File: src/rtl/fifo_write_arbiter.sv
// Round-robin arbiter sharing one fifo write port among NUM_REQ producers.
// An owner keeps the port for up to BURST_LEN accepted words, then the port re-arbitrates.
module fifo_write_arbiter #(
  parameter int NUM_REQ    = 4,
  parameter int DATA_WIDTH = 16,
  parameter int BURST_LEN  = 4
) (
  input  logic                          clk_i,
  input  logic                          rst_i,
  input  logic [NUM_REQ-1:0]            req_valid_i,
  input  logic [NUM_REQ*DATA_WIDTH-1:0] req_data_i,
  output logic [NUM_REQ-1:0]            req_ready_o,
  output logic [DATA_WIDTH-1:0]         fifo_write_data_o,
  output logic                          fifo_write_enable_o,
  input  logic                          fifo_full_i,
  output logic [NUM_REQ-1:0]            grant_o
);

  localparam int IW = $clog2(NUM_REQ);
  localparam int CW = (BURST_LEN > 1) ? $clog2(BURST_LEN) : 1;
  localparam logic [CW-1:0] LAST_BEAT = CW'(BURST_LEN - 1);
  localparam logic [IW-1:0] LAST_REQ  = IW'(NUM_REQ - 1);

  typedef enum logic {IDLE, BURST} state_t;

  state_t               state, state_next;
  logic [IW-1:0]        owner, owner_next;
  logic [IW-1:0]        last_owner, last_owner_next;
  logic [IW-1:0]        pick, cand;
  logic                 pick_found;
  logic [CW-1:0]        beats, beats_next;
  logic [NUM_REQ-1:0]   grant_next;
  logic                 owner_valid;
  logic                 transfer;

  // Scan from the farthest offset to the nearest so the nearest valid requester after the last owner wins.
  always_comb begin
    pick       = '0;
    cand       = '0;
    pick_found = 1'b0;
    for (int i = NUM_REQ; i >= 1; i--) begin
      cand = IW'((int'(last_owner) + i) % NUM_REQ);
      if (req_valid_i[cand]) begin
        pick       = cand;
        pick_found = 1'b1;
      end
    end
  end

  always_comb begin
    state_next          = state;
    owner_next          = owner;
    last_owner_next     = last_owner;
    beats_next          = beats;
    grant_next          = grant_o;
    req_ready_o         = '0;
    fifo_write_enable_o = 1'b0;
    fifo_write_data_o   = '0;
    owner_valid         = req_valid_i[owner];
    transfer            = 1'b0;
    case (state)
      IDLE: begin
        if (pick_found) begin
          state_next = BURST;
          owner_next = pick;
          beats_next = '0;
          grant_next = {{(NUM_REQ-1){1'b0}}, 1'b1} << pick;
        end
      end
      BURST: begin
        fifo_write_data_o   = req_data_i[int'(owner)*DATA_WIDTH +: DATA_WIDTH];
        req_ready_o[owner]  = !fifo_full_i && !rst_i;
        transfer            = owner_valid && !fifo_full_i && !rst_i;
        fifo_write_enable_o = transfer;
        if (transfer) beats_next = beats + 1'b1;
        // A full stall with valid held keeps the grant; only a completed burst or a dropped valid releases.
        if ((transfer && beats == LAST_BEAT) || !owner_valid) begin
          state_next      = IDLE;
          last_owner_next = owner;
          beats_next      = '0;
          grant_next      = '0;
        end
      end
      default: state_next = IDLE;
    endcase
  end

  always_ff @(posedge clk_i) begin
    if (rst_i) begin
      state      <= IDLE;
      owner      <= '0;
      last_owner <= LAST_REQ;
      beats      <= '0;
      grant_o    <= '0;
    end else begin
      state      <= state_next;
      owner      <= owner_next;
      last_owner <= last_owner_next;
      beats      <= beats_next;
      grant_o    <= grant_next;
    end
  end

endmodule

File: config.mk
export PLATFORM = sky130hd
export DESIGN_NAME = fifo_write_arbiter
export DESIGN_NICKNAME = d
export VERILOG_FILES = /design/src/rtl/fifo_write_arbiter.sv
export SDC_FILE = /design/constraint.sdc
export NUM_CORES = 1
export LEC_CHECK = 0
export ABC_AREA = 1
export CORE_ASPECT_RATIO = 1.4
export CORE_MARGIN = 5
export CORE_UTILIZATION = 25
export CTS_CLUSTER_DIAMETER = 200
export DETAILED_ROUTE_END_ITERATION = 12
export PLACE_DENSITY = 0.61
export SLEW_MARGIN = 5
export SYNTH_ARGS = -nofsm -noshare
export SYNTH_HDL_FRONTEND = slang
export SYNTH_SLANG_ARGS = --single-unit
export TNS_END_PERCENT = 20
File: constraint.sdc
create_clock -name clk_i -period 1.6 [get_ports clk_i]
set_input_delay 0.32 -clock clk_i [delete_from_list [all_inputs] [get_ports clk_i]]
set_output_delay 0.32 -clock clk_i [all_outputs]
set_load 0.03 [all_outputs]
==> impl_metrics.toml, run 1 <==
[sta]
fin_crit_sh_pct = 111
fin_worst_hold_slack_ns = 0.474
finalMaxSlewViolations = 0
worst_clock_skew_ns = 0.000483
setup_total_negative_slack_ns = -2.95
timing.final.crit_period_ns = 1.78
max-slew-margin-rel_pct = 78.7
report.final.hold_viol_count = 0
finalWorstSetupSlack_ns = -0.182
transition_time_of_the_tightest_slew_check_pin_ns = 0.319
achievable-frequency_mhz = 561
grt_setup_unrepaired = "true"
setup_viol_count_final = 20

[synth]
ys_top_cells_by_area = "sky130_fd_sc_hd__a22oi_1, sky130_fd_sc_hd__dfxtp_1, sky130_fd_sc_hd__nand2_1"
netlist_instances = 188
most_repeated_cell_in_the_gate_level_netlist_after_synthesis = "sky130_fd_sc_hd__nand2_1"
syn_avg_cell_area_um2 = 6.32
synth.top_cells.by_count = "sky130_fd_sc_hd__nand2_1, sky130_fd_sc_hd__a22oi_1, sky130_fd_sc_hd__a21oi_1, sky130_fd_sc_hd__inv_1, sky130_fd_sc_hd__dfxtp_1"
synth.cell_area_um2 = 1190
synthesis.yosys.warnings = 0
asyncSetResetFlopFracSynth_pct = 0
synth_top_area_share_pct = 20.2
synth_enable_flop_cells = 0
synth_seq_cells = 11
synth_cell_type_count = 26
synth_sequential_area_ratio_pct = 18.5
syn-num-nets = 260
synth_top_flop_cell = "sky130_fd_sc_hd__dfxtp_1"
synthDominantAreaCellType = "sky130_fd_sc_hd__a22oi_1"

[detailed_routing]
drt_first_pass_iters = 4
wl_met2_mm = 2.68
top_signal_layer_used = "met4"
detailroute.wirelength.met3_um = 686
route.detailed.vias_per_inst = 4.78
drt_wl_total_mm = 5.65
detail_route.wirelength.met1_mm = 2.25
drc = 0
drt-wirelength-per-cell_um = 15.1
final_antenna_net_count = 0
vias = 1783
drt_first_iter_violations = 48

[placement]
dp_hpwl_mm = 4.66
globalplace.congestion = 0.839
detailed_place.area_um2 = 2410
numPortBuffers = 95
placedCellCount = 367

[min_path]
min-delay-path-class = "flop to flop"
worst_hold_path.num_cells = 2

[run_status]
status = "finished with violations"
violations = "setup timing"

[floorplanning]
fp.coreArea_um2 = 4570
start_util_pct = 26.0
area_of_the_die_um2 = 6250
ioPinCount = 96
rows = 29
fp.dieW_um = 68.3
floorplan.die.height_um = 91.6

[run]
max_cap_viol = 0

[grt]
first_global_vias = 1737
grt_first_pass_wirelength_mm = 8.65
residual_overflow_from_global_routing = 0
grtUsageTotal_pct = 17.4
pin_count_of_the_biggest_net_entering_global_routing = 20
number_of_antenna_violations_at_the_first_check_in_global_routing = 0

[setup_path]
cp_class = "flop to output port"
worst_ep_arrival_time_ns = 1.46
timing.critical_path.fanout_max = 7
worst_r2r_path_depth = 10
endpoint_kind = "output port"
worst_endpoint_required_time_ns = 1.28
worst_setup_path_start_kind = "flop"

[pwr]
vdd_ir_drop_max_v = 0.000741
power_per_cell_area_nw_per_um2 = 1120
static-leakage-power_nw = 1.21

[final_layout]
multi_input_logic_area_um2 = 976
postLayoutCoreUtil_pct = 60.0
diodes = 0
nFillCells = 446
drive_gt1_share_pct = 38.9
nets = 384
finalInstanceArea_um2 = 2740
area.growth.synth_to_final_pct = 131
finalNonFillerCells = 373
regArea_um2 = 228

[clock_network]
tritoncts = "built"
clock_sinks = 11
cts.path.max_buffers = 2
cts-buffers-inserted = 3
htreeDepth = 1
root_buffer = "sky130_fd_sc_hd__clkbuf_8"
path_clk_slew_ns = 0.05
cts-hold-fix-buffers = 0
clock_latency_ns = 0.24
## kinds of logic after synthesis
group	share of synthesized area [%]
buffers and inverters	12.0
AO/OA/AOI/OAI	36.0
flip-flops	18.5
AND/OR/NAND/NOR	32.4
adder cells (fa/ha/maj)	1.05
## registers in the layout, indices dropped and copies added (netlist names)
| signal | cells |
|---|---|
| grant_o | 4 |
| beats | 2 |
| last_owner | 2 |
| owner | 2 |
| state | 1 |
## per-stage QoR
step	total power, mW	setup slack, ns
after floorplan	1.56	-0.140
after global placement	2.40	-0.183
after detailed placement	2.41	-0.195
after CTS	3.02	-0.194
after global routing	3.29	-0.254
final	3.07	-0.182
## worst max-delay path: stages, from the launching register on
cell and delay [ns]:
sky130_fd_sc_hd__dfxtp_4 0.37, sky130_fd_sc_hd__buf_6 0.12, sky130_fd_sc_hd__nor2_4 0.11, sky130_fd_sc_hd__buf_12 0.14
sky130_fd_sc_hd__buf_8 0.12, sky130_fd_sc_hd__a22oi_1 0.09, sky130_fd_sc_hd__a21oi_2 0.14, sky130_fd_sc_hd__buf_6 0.14
## final timing paths
kind              slack [ns]                   end          start
hold reg to reg         0.47            grant_o[3]     grant_o[3]
setup / recovery       -0.18  fifo_write_data_o[9]       owner[0]
setup reg to reg        0.12              owner[0]  last_owner[0]
hold / removal          0.47            grant_o[3]     grant_o[3]
## power by group
part | internal, mW | total (mW) | switching [mW]
logic | 1.18 | 2.37 | 1.19
registers | 0.350 | 0.423 | 0.0730
clock network | 0.175 | 0.280 | 0.105
## final cells by class
class                           count  share of cell area (%)
Clock buffer                        4                    1.64
Inverter                           20                    2.83
Multi-Input combinational cell    147                    35.6
Sequential cell                    11                    8.31
Tap cell                           62                    2.83
Timing Repair Buffer              129                    48.8
## cell usage in the layout (no fill, tap or decap), types with 2 or more instances in the layout
master                            synthesis  routed
sky130_fd_sc_hd__dlymetal6s2s_1           0       5
sky130_fd_sc_hd__dfxtp_4                  0       2
sky130_fd_sc_hd__a22oi_1                 32      21
sky130_fd_sc_hd__nand2_1                 46      43
sky130_fd_sc_hd__clkbuf_8                 0       3
sky130_fd_sc_hd__a22oi_2                  0      11
sky130_fd_sc_hd__inv_1                   13      13
sky130_fd_sc_hd__buf_6                    3      27
sky130_fd_sc_hd__a21oi_1                 23       9
sky130_fd_sc_hd__o21ai_1                  6       6
sky130_fd_sc_hd__nor2_4                   3       3
sky130_fd_sc_hd__nor2_2                   2       5
sky130_fd_sc_hd__clkdlybuf4s50_1          0      69
sky130_fd_sc_hd__nor3_2                   0       2
sky130_fd_sc_hd__buf_12                   0       5
sky130_fd_sc_hd__inv_2                    6       6
sky130_fd_sc_hd__nor2_1                   7       4
sky130_fd_sc_hd__a21oi_2                  2      16
sky130_fd_sc_hd__dfxtp_1                 11       9
sky130_fd_sc_hd__nand2_2                  9      12
sky130_fd_sc_hd__o211ai_1                 2       2
sky130_fd_sc_hd__nand3_1                  4       4
sky130_fd_sc_hd__buf_4                    1      22
## per-layer routing
layer / up-vias / GRT usage [%]
met4: 0 / 2.49
met3: 7 / 5.68
met1: 785 / 20.8
met5: - / 0
met2: 91 / 30.3
li1: 900 / -
## timing repair
action | CTS | global route
pin swaps | 17 | 4
setup endpoints to repair | 21 | 32
hold endpoints to repair | 0 | 0
buffers inserted | 2 | 0
gates resized for setup | 44 | 21
(Power assumes the default switching activity.)
==> inputs of run 2 (changes only) <==
--- a/config.mk
+++ b/config.mk
@@ -11,7 +11,8 @@
 export CORE_UTILIZATION = 25
 export CTS_CLUSTER_DIAMETER = 200
 export DETAILED_ROUTE_END_ITERATION = 12
-export PLACE_DENSITY = 0.61
+export DONT_BUFFER_PORTS = 1
+export PLACE_DENSITY = 0.35
 export SLEW_MARGIN = 5
 export SYNTH_ARGS = -nofsm -noshare
 export SYNTH_HDL_FRONTEND = slang
==> run 2 against run 1 <==
  * The run still ends with setup timing left
  * Register-to-register slack about the same
  * Clock-buffer cell count unchanged
  * Maximum frequency increased by 2.4%
  * Largest cell class is now multi-input combinational cells
  * Highest routed layer unchanged
==> impl_metrics.toml, run 2 (synthesized netlist as in run 1, its figures left out) <==
[pwr]
netSwitchingPower_mw = 1.23
power_per_cell_area_nw_per_um2 = 1390
sw_frac_of_total_pct = 49.5
static-leakage-power_nw = 0.744
share_of_power_burned_in_combinational_logic_pct = 69.5
power_frac_clock_pct = 11.4
vdd_ir_drop_max_v = 0.000578
seq_power_share_pct = 19.1
report.power.total_mw = 2.49
power_report.internal_total_mw = 1.26

[detailed_routing]
drt_wl_total_mm = 4.42
final_antenna_net_count = 0
drt_first_pass_iters = 4
route.detailed.vias_per_inst = 5.08
drc = 0
drt_first_iter_violations = 45
vias = 1422
drt-wirelength-per-cell_um = 15.8

[final_layout]
regMostFlops = "grant_o"
largest_register_ffs = 4
drive_gt1_share_pct = 45.9
nets = 291
diodes = 0
area.growth.synth_to_final_pct = 50.9
finalInstanceArea_um2 = 1790
final_common_cell = "sky130_fd_sc_hd__nand2_1"
finalNonFillerCells = 280
postLayoutCoreUtil_pct = 39.2
final_cell_mix = "sky130_fd_sc_hd__nand2_1, sky130_fd_sc_hd__buf_6, sky130_fd_sc_hd__a22oi_1"
nFillCells = 484

[sta]
fin_crit_sh_pct = 109
grt_setup_unrepaired = "true"
setup_viol_count_final = 17
finalMaxSlewViolations = 0
timing.final.crit_period_ns = 1.74
transition_time_of_the_tightest_slew_check_pin_ns = 0.343
finalWorstSetupSlack_ns = -0.141
setup_total_negative_slack_ns = -1.96
fin_worst_hold_slack_ns = 0.130
achievable-frequency_mhz = 574
report.final.hold_viol_count = 0
worst_clock_skew_ns = 0.00485
max-slew-margin-rel_pct = 77.1

[setup_path]
worst_endpoint_required_time_ns = 1.28
regToRegEndpoint = "owner[0]"
worst_setup_path_endpoint = "fifo_write_data_o[15]"
endpoint_kind = "output port"
reg2reg_from = "last_owner[0]"
worst_setup_path_start_kind = "flop"
cp_class = "flop to output port"
worst_r2r_path_depth = 10
critical_path_source = "owner[1]"
worst_ep_arrival_time_ns = 1.42
worst-r2r-setup-slack_ns = 0.11
timing.critical_path.fanout_max = 8

[grt]
pin_count_of_the_biggest_net_entering_global_routing = 18
residual_overflow_from_global_routing = 0
first_global_vias = 1411
number_of_antenna_violations_at_the_first_check_in_global_routing = 0
grt_first_pass_wirelength_mm = 6.26
grtUsageTotal_pct = 12.7

[floorplanning]
ioPinCount = 96
area_of_the_die_um2 = 6250
floorplan.die.height_um = 91.6
start_util_pct = 26.0
fp.dieW_um = 68.3
rows = 29
fp.coreArea_um2 = 4570

[run]
max_cap_viol = 0

[clock_network]
clock_sinks = 11
cts.path.max_buffers = 2
clock_latency_ns = 0.24
cts-buffers-inserted = 3
htreeDepth = 1
path_clk_slew_ns = 0.05
tritoncts = "built"
cts-hold-fix-buffers = 0
root_buffer = "sky130_fd_sc_hd__clkbuf_8"

[run_status]
status = "finished with violations"
violations = "setup timing"

[placement]
globalplace.congestion = 0.815
detailed_place.area_um2 = 1540
placedCellCount = 274
dp_hpwl_mm = 3.62
place_worst_setup_slack_ns = -0.00262
numPortBuffers = 0

[min_path]
min-delay-path-class = "input pin to flop"
## run 2: cell types whose count changed in the layout (fill, tap and decap cells not counted), moves of 2 or more
| cell | before | now |
|---|---|---|
| sky130_fd_sc_hd__clkdlybuf4s50_1 | 69 | 0 |
| sky130_fd_sc_hd__nor2_2 | 5 | 3 |
| sky130_fd_sc_hd__buf_4 | 22 | 13 |
| sky130_fd_sc_hd__a22oi_2 | 11 | 14 |
| sky130_fd_sc_hd__nand2_2 | 12 | 9 |
| sky130_fd_sc_hd__nor2_1 | 4 | 6 |
| sky130_fd_sc_hd__nand2_1 | 43 | 46 |
| sky130_fd_sc_hd__buf_6 | 27 | 19 |
| sky130_fd_sc_hd__a22oi_1 | 21 | 18 |
| sky130_fd_sc_hd__dlymetal6s2s_1 | 5 | 0 |
## run 2: what timing repair did
item                                    CTS  global route
pin swaps                                11            19
buffers inserted                          2             0
resized for setup                        21            28
endpoints found under the setup margin   18            26
## run 2: how the worst min path moves through the flow
stage                     depth (start not counted)     start  slack, ns         end
after CTS                                         1     rst_i       0.13  grant_o[1]
after detailed placement                          1     rst_i       0.39  grant_o[1]
after floorplan                                   2  beats[0]       0.48    beats[0]
final                                             1     rst_i       0.13  grant_o[1]
after global routing                              1     rst_i       0.13  grant_o[1]
after global placement                            1     rst_i       0.39  grant_o[1]
## run 2: area by class of cell
class	count	area [um^2]	area share, %
flip-flops and latches	11	229	12.8
repair buffers	36	392	21.8
clock buffers	4	45.0	2.51
well taps	62	77.6	4.32
multi-input cells	147	966	53.8
inverters	20	85.1	4.74
## run 2: critical path, cell delays in order, from the launching register on
cell	delay, ns
sky130_fd_sc_hd__dfxtp_2	0.33
sky130_fd_sc_hd__buf_12	0.13
sky130_fd_sc_hd__inv_8	0.03
sky130_fd_sc_hd__nor2_4	0.12
sky130_fd_sc_hd__buf_6	0.16
sky130_fd_sc_hd__a22oi_2	0.06
sky130_fd_sc_hd__a21oi_1	0.15
sky130_fd_sc_hd__buf_4	0.18
## run 2: power by group through the flow
stage | Combinational [mW] | Clock [mW] | Sequential [mW]
after floorplan | 1.12 | 0 | 0.437
after global placement | 1.51 | 0 | 0.469
after detailed placement | 1.54 | 0 | 0.472
after CTS | 1.63 | 0.295 | 0.473
after global routing | 1.88 | 0.306 | 0.488
final | 1.73 | 0.284 | 0.475
## run 2: routing by layer
| metal | vias to the layer above | track usage [%] | part of all wire, % |
|---|---|---|---|
| met4 | 0 | 4.48 | 1.0 |
| met1 | 644 | 12.9 | 36 |
| met3 | 4 | 3.21 | 8.5 |
| met5 | - | 0 | 0 |
| met2 | 63 | 23.9 | 54 |
| li1 | 711 | - | - |
==> variant 1, RTL diff (config.mk and constraints of run 2) <==
Make the reset (`rst_i`) asynchronous in one clocked block.
--- a/src/rtl/fifo_write_arbiter.sv
+++ b/src/rtl/fifo_write_arbiter.sv
@@ -86,5 +86,5 @@
   end
 
-  always_ff @(posedge clk_i) begin
+  always_ff @(posedge clk_i or posedge rst_i) begin
     if (rst_i) begin
       state      <= IDLE;
Formal check against the unedited RTL: differs if rst_i is asserted again (counterexample within 4 cycles, from zero or initial values and one cycle with rst_i high); with rst_i held inactive, the same outputs for 10 cycles.
==> variant 1 against run 2 <==
The run still ends with setup timing left. Area after synthesis increased by 8.4%. Clock skew increased by 0.00058 ns. Final area increased by 1.5%. Setup slack got worse by 0.0033 ns. Sequential cell count unchanged. Routed wire length increased by 1.2%. Count of clock-buffer cells in the layout decreased by 1. Critical endpoint is now fifo_write_data_o[14].
Power is not compared: it rests on default switching activity, and its combinational part moved more than twofold at a synthesized area within 25%.
==> variant 1: results (changes against run 2) <==
PLACE_AREA_UM2=1648  # +6.7%
WIRELENGTH_UM=4468  # +1.2%
DRTPASS1ITERATIONS=4  # unchanged
REGISTERS.TOP_BY_FF_COUNT='grant_o'
SYNTH_TOP_CELLS_BY_AREA='sky130_fd_sc_hd__dfrtp_1 17%, sky130_fd_sc_hd__nand3_1 16%, sky130_fd_sc_hd__nand2_1 13%'
CLOCK_PIN_TRANSITION_ON_THE_WORST_SETUP_AND_HOLD_TIMING_PATHS_NS=0.05  # about the same
BUFFERS_FROM_CLOCK_ROOT_TO_SINK_AT_MOST=2  # unchanged
SYNTH.CELLS.MOST_FREQUENT='43 x sky130_fd_sc_hd__nand2_1, 41 x sky130_fd_sc_hd__nand3_1, 16 x sky130_fd_sc_hd__a22oi_1, 16 x sky130_fd_sc_hd__a31oi_1, 12 x sky130_fd_sc_hd__inv_1'
FINCLKSKEW_NS=0.005432  # +0.0005788 ns
WORST_SLACK_NS=-0.1444  # -0.003290 ns
WORSTSKEWPAIRLATENCY_NS=0.24  # about the same
MAXIMUM_FANOUT_ALONG_THE_WORST_PATH=16  # +8
GRT.TOTAL_USAGE=0.1287  # +0.001336
CRITICAL_PATH_ARRIVAL_NS=1.42  # about the same
FINAL_LAYOUT_SIZE_SUFFIX_GT1_FRAC=0.4000  # -0.05872
SLOWEST_STAGE='sky130_fd_sc_hd__dfrtp_2'
SLEW_HEADROOM=0.7012  # -0.06968
CLOCK-ROOT-BUFFER='sky130_fd_sc_hd__clkbuf_8'
HPWLAFTERDP_UM=3725  # +2.9%
GRT_FIRST_PASS_WIRELENGTH_UM=7100  # +13%
SYNTH_TOP_FLOP_CELL='sky130_fd_sc_hd__dfrtp_1'
YS_ASYNC_SR_FRACTION=1.000  # +1.000
ROUTE.VIAS.TOTAL=1514  # +6.5%
TOTAL_LEAKAGE_POWER_nW=0.7629
NETLIST_INSTANCES=196  # +4.3%
PLACEMENT.IO_BUFFERS=0  # unchanged
IR_DROP_uV=617.8
DRTITER0DRC=29  # -36%
SYNTHESIS.NETS=268  # +3.1%
GLOBALPLACE.CONGESTION=0.8348  # +2.5%
DPL.CELL_COUNT=280  # +2.2%
CPPEAKSTAGEDELAY_NS=0.45  # +0.12 ns
FINALSETUPVIOLATIONS=17  # unchanged
SYNTH-SEQ-AREA-SHARE=0.2155  # +0.03027
YS_WARN_COUNT=0  # unchanged
ROUTE.DETAILED.VIAS_PER_INST=5.294  # +4.2%
HOLD_PATH_CLASS='input port to flip-flop'
NUMBER_OF_CLOCK_BUFFERS_INSERTED_BY_TRITONCTS=3  # unchanged
PATH_DELAY_FAMILY='flip-flops'
LARGEST_NET_DEGREE_AT_THE_START_OF_GLOBAL_ROUTING=25  # +7
FAILED_CHECKS='setup timing'
ANTENNA_DIODE_COUNT=0  # unchanged
OUTCOME='finished with violations'
SYNTH_CELL_TYPE_COUNT=29  # +12%
SETUP_TOTAL_NEGATIVE_SLACK_NS=-2.000  # -0.03514 ns
FINAL_NETS=293  # +0.69%
[variant 1: cell count changes after synthesis, sizes merged, moves of 5 or more]
cell          run 2  this run
dfrtp             0         9
a21oi            25         3
nand3             4        43
buf               5        10
a22oi            32        16
dfxtp            11         0
a31oi             0        16
[variant 1: final timing paths]
path,start,slack (ns),cells after the start,end
min in group asynchronous,rst_i,0.54,2,grant_o[3]
max in group asynchronous,rst_i,0.72,2,last_owner[1]
min reg2reg,beats[1],0.51,2,beats[1]
max reg2reg,last_owner[0],0.03,8,beats[0]
min,rst_i,0.46,4,state
max,owner[0],-0.14,5,fifo_write_data_o[14]
[variant 1: cell type report]
class	count	area, µm²
clock buffer	3	41.29
clock inverter	1	5.005
fill	553	3259
inverter	16	70.07
multi-input combinational	156	1022
sequential	11	280.3
tap	66	82.58
timing repair buffer	33	320.3
[variant 1: cell families (layout without fill, tap and decap cells)]
| logic type | count (synthesis) | after routing | synth area share |
|---|---|---|---|
| adder cells (fa/ha/maj) | 1 | 1 | 0.009707 |
| AO/OA/AOI/OAI | 40 | 40 | 0.2136 |
| AND/OR/NAND/NOR | 115 | 115 | 0.4544 |
| buffers and inverters | 29 | 53 | 0.1068 |
| flip-flops | 11 | 11 | 0.2155 |
[variant 1: worst reg2reg max path, stage by stage (launching register included)]
cell                      delay (ns)
sky130_fd_sc_hd__dfstp_2        0.65
sky130_fd_sc_hd__nand2_1        0.13
sky130_fd_sc_hd__nand2_1        0.08
sky130_fd_sc_hd__nand3_1        0.11
sky130_fd_sc_hd__nor2_4         0.18
sky130_fd_sc_hd__nand3_2        0.11
sky130_fd_sc_hd__nand2_4        0.11
sky130_fd_sc_hd__o21ai_2        0.06
sky130_fd_sc_hd__nor2_2         0.07
[variant 1: power breakdown]
| part | switching (W) | total, W | internal (W) |
|---|---|---|---|
| Sequential | 0.000196 | 0.000599 | 0.000403 |
| Combinational | 0.00214 | 0.00349 | 0.00135 |
| Clock | 0.000106 | 0.000278 | 0.000171 |
[variant 1: per-stage QoR]
step	worst slack, ns	hold WS (ns)
3_3_place_gp	0.02122	0.2413
5_1_grt	-0.2547	0.5106
2_1_floorplan	-0.1574	0.1710
6_report	-0.1444	0.4557
3_5_place_dp	0.01964	0.2469
4_1_cts	-0.1716	0.4583
[variant 1: metal layers]
layer,GRT usage,share of wire
met5,0,0
met4,0.03448,0.0043
met3,0.03408,0.085
met2,0.2663,0.56
met1,0.1207,0.35
[variant 1: what timing repair did]
| action | 4_1_cts | 5_1_grt |
|---|---|---|
| setup buffers | 1 | 0 |
| gates resized for setup | 28 | 0 |
| hold endpoints to repair | 9 | 0 |
| setup endpoints to repair | 20 | 29 |
| pin swaps | 2 | 1 |
| hold buffers | 1 | 0 |
==> variant 2, RTL diff (flow settings as in run 2) <==
Without the edit above. Change the parameter `BURST_LEN` from 4 to 2.
--- a/src/rtl/fifo_write_arbiter.sv
+++ b/src/rtl/fifo_write_arbiter.sv
@@ -4,5 +4,5 @@
   parameter int NUM_REQ    = 4,
   parameter int DATA_WIDTH = 16,
-  parameter int BURST_LEN  = 4
+  parameter int BURST_LEN  = 2
 ) (
   input  logic                          clk_i,
Check against the original RTL: not equivalent (Yosys sat finds a counterexample within 4 cycles, from zero or initial values and one cycle with rst_i high).
==> variant 2 against run 2 <==
The run still ends with setup timing left. Global-route usage shrank 0.63 points. Utilization shrank 5.4 points. Area after synthesis grew 2.2%. Sequential cell count shrank 1. First-iteration DRC count grew 6.7%. Via count shrank 1.3%. Routed wire length shrank 6.7%. Clock power shrank 8.5%. Clock skew shrank 0.0028 ns. Setup slack lost 0.023 ns. Largest power group unchanged. Power grew 3.2%. Worst hold slack gained 0.095 ns. Critical endpoint is now fifo_write_data_o[8]. Final area shrank 10%.
==> variant 2: results (changes against run 2) <==
MULTI_INPUT_LOGIC_AREA_UM2=895.9  # -7.3%
CLOCK_BUFFER_COUNT=3  # -1
GRT.TOTAL_USAGE=0.1211  # -0.006303
LARGEST_NET_DEGREE_AT_THE_START_OF_GLOBAL_ROUTING=20  # +2
SYNTH_CELL_TYPE_COUNT=28  # +7.7%
DRTITER0DRC=48  # +6.7%
FAILED_CHECKS='setup timing'
FINCLKSKEW_NS=0.002024  # -0.002830 ns
TOTAL_LEAKAGE_POWER_nW=0.7238  # -2.7%
HPWLAFTERDP_UM=3528  # -2.5%
WORST_PIN_SLEW_NS=0.3758  # +0.03257 ns
ROUTE.DETAILED.VIAS_PER_INST=5.032  # -0.91%
GLOBALPLACE.CONGESTION=0.7207  # -12%
SIGNAL_BUFFERS_SHARE_OF_AREA=0.1963  # -0.02199
DRT-WIRELENGTH-PER-CELL_UM=14.78  # -6.3%
SYNTH.CELLS.MOST_FREQUENT='70 x sky130_fd_sc_hd__nand2_1, 17 x sky130_fd_sc_hd__a31oi_1, 16 x sky130_fd_sc_hd__a22oi_1, 10 x sky130_fd_sc_hd__dfxtp_1, 10 x sky130_fd_sc_hd__inv_1'
MET2_RESOURCE_USE_GR=0.2596  # +0.02062
POST-CTS-SETUP-BUFFER-COUNT=0  # -2
SETUP_TOTAL_NEGATIVE_SLACK_NS=-2.344  # -0.3792 ns
OUTCOME='finished with violations'
FILLER_CELL_COUNT=529  # +9.3%
NMULTIINPUTCOMBCELLS=155  # +5.4%
FINAL_LAYOUT_SIZE_SUFFIX_GT1_FRAC=0.3302  # -0.1285
CRITICAL_PATH_ARRIVAL_NS=1.44  # +0.02 ns
CLK_SHARE=0.02560  # +0.0004966
SYNTH-SEQ-AREA-SHARE=0.1648  # -0.02048
SYNTHESIS.NETS=261  # +0.38%
IR_DROP_uV=674.5  # +17%
GRT_FIRST_PASS_WIRELENGTH_UM=6009  # -4.0%
WORST_SLACK_NS=-0.1642  # -0.02312 ns
FINALSETUPVIOLATIONS=17  # unchanged
MAXIMUM_FANOUT_ALONG_THE_WORST_PATH=16  # +8
variant 2: worst max-delay path: cells and delay by family (launching register included):
kind | cells | cell delay [ns]
AO/OA/AOI/OAI | 2 | 0.25
AND/OR/NAND/NOR | 1 | 0.15
flip-flops | 1 | 0.32
buffers and inverters | 3 | 0.49
variant 2: path summary, 6_finish.rpt:
check                start                    to  slack, ns  depth (start not counted)
hold / removal       rst_i              owner[0]       0.22                          3
hold reg to reg      beats                 beats       0.54                          2
setup / recovery  owner[1]  fifo_write_data_o[8]      -0.16                          6
setup reg to reg  owner[1]            grant_o[3]       0.18                         11
variant 2: stage by stage:
stage	setup slack [ns]	area (µm²)	hold slack, ns	cells	total power [W]
3_5_place_dp	0.06359	1563	0.4736	276	0.002324
4_1_cts	-0.1751	1610	0.2201	279	0.002594
2_1_floorplan	-0.1720	1227	0.4669	190	0.001726
5_1_grt	-0.2269	1613	0.2561	279	0.002763
6_report	-0.1642	1613	0.2247	279	0.002569
3_3_place_gp	0.09285	1563	0.4765	276	0.002287
variant 2: logic make-up after synthesis:
group,count (synthesis),synth area share
compound gates,45,0.2461
simple gates,110,0.4789
buf+inv,25,0.1102
flops,10,0.1648
variant 2: repair_timing:
item / CTS / global route
endpoints found under the setup margin: 17 / 17
gates resized for setup: 3 / 1
pin swaps: 1 / 1
variant 2: where the power goes:
group | switching [W] | internal (W) | total [W] | leakage (nW)
combinational | 0.00112 | 0.000754 | 0.00187 | 0.619
clock | 0.0000952 | 0.000164 | 0.000260 | 0.0216
sequential | 0.000115 | 0.000321 | 0.000436 | 0.0829
variant 2: metal layers:
| metal | wire length (µm) | vias to the layer above |
|---|---|---|
| met5 | 0 | - |
| met4 | 80 | 0 |
| met3 | 360 | 10 |
| met2 | 2360 | 65 |
| met1 | 1321 | 631 |
| li1 | - | 698 |
